$ cat src/rtl/dump_sequencer.sv
// dump_sequencer: captures a snapshot and streams it to the UART as header, data LSB-first, XOR checksum
module dump_sequencer #(
    parameter int         NBYTES = 16,
    parameter logic [7:0] HEADER = 8'hA5
) (
    input  logic                  top_clk,
    input  logic                  rst,
    input  logic                  dump_req,
    input  logic [NBYTES*8-1:0]   snapshot,
    input  logic                  tx_done_tick,
    output logic                  tx_start,
    output logic [7:0]            tx_bus,
    output logic                  busy,
    output logic                  done
);
    localparam int IW = $clog2(NBYTES + 2);
    localparam logic [IW-1:0] LAST = IW'(NBYTES + 1);

    typedef enum logic [1:0] {IDLE, SEND, WAIT, FIN} state_t;

    state_t                state_q, state_d;
    logic [IW-1:0]         idx_q, idx_d;
    logic [7:0]            csum_q, csum_d;
    logic [NBYTES*8-1:0]   shadow_q, shadow_d;
    logic                  tx_start_q, tx_start_d;
    logic [7:0]            tx_bus_q, tx_bus_d;
    logic                  busy_q, busy_d;
    logic                  done_q, done_d;
    logic [IW-1:0]         didx;
    logic [NBYTES*8-1:0]   shifted;

    assign didx     = idx_q - IW'(1);
    assign shifted  = shadow_q >> {didx, 3'b000};
    assign tx_start = tx_start_q;
    assign tx_bus   = tx_bus_q;
    assign busy     = busy_q;
    assign done     = done_q;

    // The header is ready at acceptance, so IDLE loads it directly and SEND is the prep cycle for later bytes
    always_comb begin
        state_d    = state_q;
        idx_d      = idx_q;
        csum_d     = csum_q;
        shadow_d   = shadow_q;
        tx_start_d = 1'b0;
        tx_bus_d   = tx_bus_q;
        busy_d     = busy_q;
        done_d     = 1'b0;
        case (state_q)
            IDLE: if (dump_req) begin
                shadow_d   = snapshot;
                idx_d      = '0;
                csum_d     = '0;
                tx_start_d = 1'b1;
                tx_bus_d   = HEADER;
                busy_d     = 1'b1;
                state_d    = WAIT;
            end
            SEND: begin
                tx_start_d = 1'b1;
                tx_bus_d   = (idx_q == LAST) ? csum_q : shifted[7:0];
                state_d    = WAIT;
            end
            WAIT: if (tx_done_tick && !tx_start_q) begin
                csum_d = (idx_q != '0 && idx_q != LAST) ? csum_q ^ tx_bus_q : csum_q;
                if (idx_q == LAST) begin
                    done_d  = 1'b1;
                    busy_d  = 1'b0;
                    state_d = FIN;
                end else begin
                    idx_d   = idx_q + IW'(1);
                    state_d = SEND;
                end
            end
            FIN:     state_d = IDLE;
            default: state_d = IDLE;
        endcase
    end

    always_ff @(posedge top_clk) begin
        if (!rst) begin
            state_q    <= IDLE;
            idx_q      <= '0;
            csum_q     <= '0;
            shadow_q   <= '0;
            tx_start_q <= 1'b0;
            tx_bus_q   <= 8'h00;
            busy_q     <= 1'b0;
            done_q     <= 1'b0;
        end else begin
            state_q    <= state_d;
            idx_q      <= idx_d;
            csum_q     <= csum_d;
            shadow_q   <= shadow_d;
            tx_start_q <= tx_start_d;
            tx_bus_q   <= tx_bus_d;
            busy_q     <= busy_d;
            done_q     <= done_d;
        end
    end
endmodule

$ cat config.mk
export PLATFORM = sky130hd
export DESIGN_NAME = dump_sequencer
export DESIGN_NICKNAME = d
export VERILOG_FILES = /design/src/rtl/dump_sequencer.sv
export SDC_FILE = /design/constraint.sdc
export NUM_CORES = 1
export LEC_CHECK = 0
export ABC_AREA = 1
export BUFFER_PORTS_ARGS = -buffer_cell sky130_fd_sc_hd__buf_2
export CORE_MARGIN = 2
export CORE_UTILIZATION = 55
export DETAILED_ROUTE_END_ITERATION = 8
export PLACE_DENSITY = 0.8
export SLEW_MARGIN = 20
export SYNTH_ARGS = -nofsm -noshare
export SYNTH_HDL_FRONTEND = slang
export SYNTH_SLANG_ARGS = --single-unit
$ cat constraint.sdc
create_clock -name top_clk -period 4.2 [get_ports top_clk]
set_input_delay 0.84 -clock top_clk [delete_from_list [all_inputs] [get_ports top_clk]]
set_output_delay 0.84 -clock top_clk [all_outputs]
set_load 0.005 [all_outputs]
==> impl_metrics.yaml <==
power:
  switching_power_mw: 0.994
  ir_drop_mv: 0.263
  switching_share_pct: 27.4
  seq_power_share_pct: 45.4
  p_per_area_nw_per_um2: 446
  power_frac_comb_pct: 16.3
  internal-power_mw: 2.64
  p_clk_share_pct: 38.3
  p_leak_nw: 3.58
worst_hold_path:
  hold_depth: 2
  hold_path_end: "shadow_q[42]$_SDFFE_PN0P_"
  min_path_type: "flip-flop to flip-flop"
  hp-start: "shadow_q[42]$_SDFFE_PN0P_"
finish:
  diodes: 0
  final_nets: 1229
  area.growth.synth_to_final_pct: 16.9
  fin_util_pct: 65.3
  num-fill-cells: 1161
  multi_input_area_um2: 3310
  seq_area_um2: 3080
  drive_gt1_share_pct: 18.6
global_route:
  grt_pass1_vias: 5979
  grt_antenna_before_repair: 0
  grt_use_met2_pct: 41.9
  overflow: 0
  grt_busiest_layer: "met2"
  grt_max_degree: 149
  grtUsageTotal_pct: 27.1
  use_met3_pct: 6.18
  grt_pass1_wl_mm: 28.5
  met1_usage_pct: 36.5
synth:
  post-synth-top-count-cell: "nor2_1"
  yosysSeqAreaShare_pct: 44.3
  syn_inst: 993
  ys_ff_latch: 154
  synth_top_area_share_pct: 44.3
  synth_area_leaders: "dfxtp_1, nor2_1, o21ai_0"
  synth_top_area_cell: "dfxtp_1"
  synth_warnings: 0
  synthTopCellsByCount: "nor2_1, dfxtp_1, o21ai_0"
  post_synth.cell_area_avg_um2: 7.01
  netlist_area_um2: 6960
  syn_nets: 1129
  async_reset_ff_share_pct: 0
  ys_types: 34
  ys.flop_type: "dfxtp_1"
  synth_enable_flop_cells: 0
clock_network:
  clk_pin_slew_worst_paths_ns: 0.06
  clockBufferDepth: 2
  hold_buffers: 0
  cts_resized: 0
  cts_tree: "yes"
  clock-root-buffer: "clkbuf_16"
  postCtsSetupRepairBufs: 0
  cts_sinks: 154
  clock_latency_ns: 0.43
  numCtsBuffers: 17
  htreeDepth: 4
detailed_routing:
  viasPerCell: 5.21
  dr.pass1.iters: 7
  drc: 0
  drtAntennaViolNets: 0
  drtIter0Drc: 417
  routed_wl_mm: 17.7
  vias: 6643
  routedWlPerCell_um: 13.8
floorplanning:
  die_h_um: 116
  coreArea_um2: 12500
  die_x_um: 116
  io_pins: 143
  rows: 41
  dieArea_um2: 13600
  initial_utilization_pct: 55.8
setup_path:
  r2r_slack_ns: 1.78
  r2r-start: "idx_q[0]$_SDFFE_PN0P_"
  cp.depth: 10
  crit_start: "idx_q[0]$_SDFFE_PN0P_"
  crit_arrival_ns: 2.73
  critPathKind: "flip-flop to flip-flop"
  r2r.worst_path.cells: 10
  path_cells: "inv_2 -> ha_1 -> inv_2 -> nand2_1 -> a21oi_1 -> o21ai_0 -> o21ai_0 -> nand2_1 -> nand3_1 -> a21oi_1"
  worst_setup_path_end_kind: "flip-flop"
  critPathTopFamily: "buffers and inverters"
  setup.worst_path.start_class: "flip-flop"
  cpMaxStageDelayCell: "inv_2"
  slowest_delay_ns: 0.49
  worst_ep_required_time_ns: 4.51
  cp_max_fo: 35
  r2r_end: "tx_bus[0]$_SDFFE_PN0P_"
  worst-path-buf-inv: 2
placement:
  dpl.hpwl_mm: 11.6
  port_buffers: 142
  gp_congestion: 0.846
sta:
  finalHoldViolCount: 0
  setup_tns_ns: 0
  setup_violations: 0
  period_minus_slack_ns: 2.42
  post-route-period-util_pct: 57.6
  slew_headroom_pct: 41.7
  fmax_mhz: 413
  worstMarginPinSlew_ns: 0.874
  clock_skew_ns: 0.00579
  rsz0062_at_grt: "false"
  slew_violations: 0
flow_run:
  drv_cap: 0
status:
  outcome: "completed"
-- sequential cells by signal, summed over array words and instances, names as in the netlist --
name	count
tx_bus	8
busy	1
tx_start	1
state_q	2
csum_q	8
shadow_q	128
done	1
idx_q	5
-- cells in the final DEF, fill, tap and decap left out, drive strengths merged --
| cell | n |
|---|---|
| nor2 | 232 |
| o21ai | 161 |
| dfxtp | 154 |
| buf | 148 |
| nand2 | 145 |
| nand3 | 89 |
| a21oi | 68 |
| inv | 57 |
| clkbuf | 27 |
| nor3 | 9 |
| ha | 4 |
| xor2 | 3 |
| clkinv | 3 |
| xnor2 | 1 |
| a31oi | 1 |
| a22oi | 1 |
-- power by group through the flow --
stage	clock network, mW	registers [mW]	logic, mW
2_1_floorplan	0	1.66	0.429
3_3_place_gp	0	1.67	0.579
3_5_place_dp	0	1.68	0.588
4_1_cts	1.40	1.65	0.592
5_1_grt	1.45	1.66	0.679
6_report	1.39	1.65	0.592
-- worst max path at each step --
stage | to | slack (ns)
2_1_floorplan | tx_bus[6]$_SDFFE_PN0P_ | 2.04
3_3_place_gp | shadow_q[15]$_SDFFE_PN0P_ | 1.73
3_5_place_dp | shadow_q[121]$_SDFFE_PN0P_ | 1.72
4_1_cts | tx_bus[5]$_SDFFE_PN0P_ | 1.79
5_1_grt | tx_bus[5]$_SDFFE_PN0P_ | 1.52
6_report | tx_bus[0]$_SDFFE_PN0P_ | 1.78
-- cell type report --
class                   instances  area share (%)
inverters                      58            2.86
multi-input cells             714            40.7
well taps                     172            2.64
clock inverters                 2           0.123
repair buffers                148            9.33
flip-flops and latches        154            37.9
clock buffers                  27            6.43
-- worst register-to-register path: cells and delay by family, from the launching register on --
family | cells | cell delay [ns]
DFF | 1 | 0.32
and+or+nand+nor | 3 | 0.38
buffers and inverters | 2 | 0.70
adders and majority gates | 1 | 0.30
AOI/OAI and AO/OA | 4 | 0.61
-- per-stage QoR --
stage | hold WS, ns | setup WS, ns | area [um^2] | power, mW | std cells
after global routing | 0.465 | 1.52 | 8140 | 3.79 | 1275
after floorplan | 0.422 | 2.04 | 6960 | 2.09 | 993
after CTS | 0.446 | 1.79 | 8130 | 3.64 | 1275
after detailed placement | 0.437 | 1.72 | 7600 | 2.27 | 1246
after global placement | 0.431 | 1.73 | 7600 | 2.25 | 1246
final | 0.448 | 1.78 | 8140 | 3.63 | 1275
-- cell families (layout without fill, tap and decap cells) --
logic type	after synthesis	count (layout)	synth area share (%)
DFF	154	154	44.3
AOI/OAI and AO/OA	231	231	17.3
buffers and inverters	125	235	8.20
and+or+nand+nor	475	475	28.7
adders and majority gates	4	4	0.719
xor gates and xnor gates	4	4	0.719
-- routing by layer --
| metal | wire [um] | part of all wire [%] |
|---|---|---|
| met5 | 0 | 0 |
| met3 | 1070 | 6.1 |
| met2 | 8010 | 45 |
| met4 | 483 | 2.7 |
| met1 | 8080 | 46 |
No activity file was read; power rests on OpenSTA's default activity.
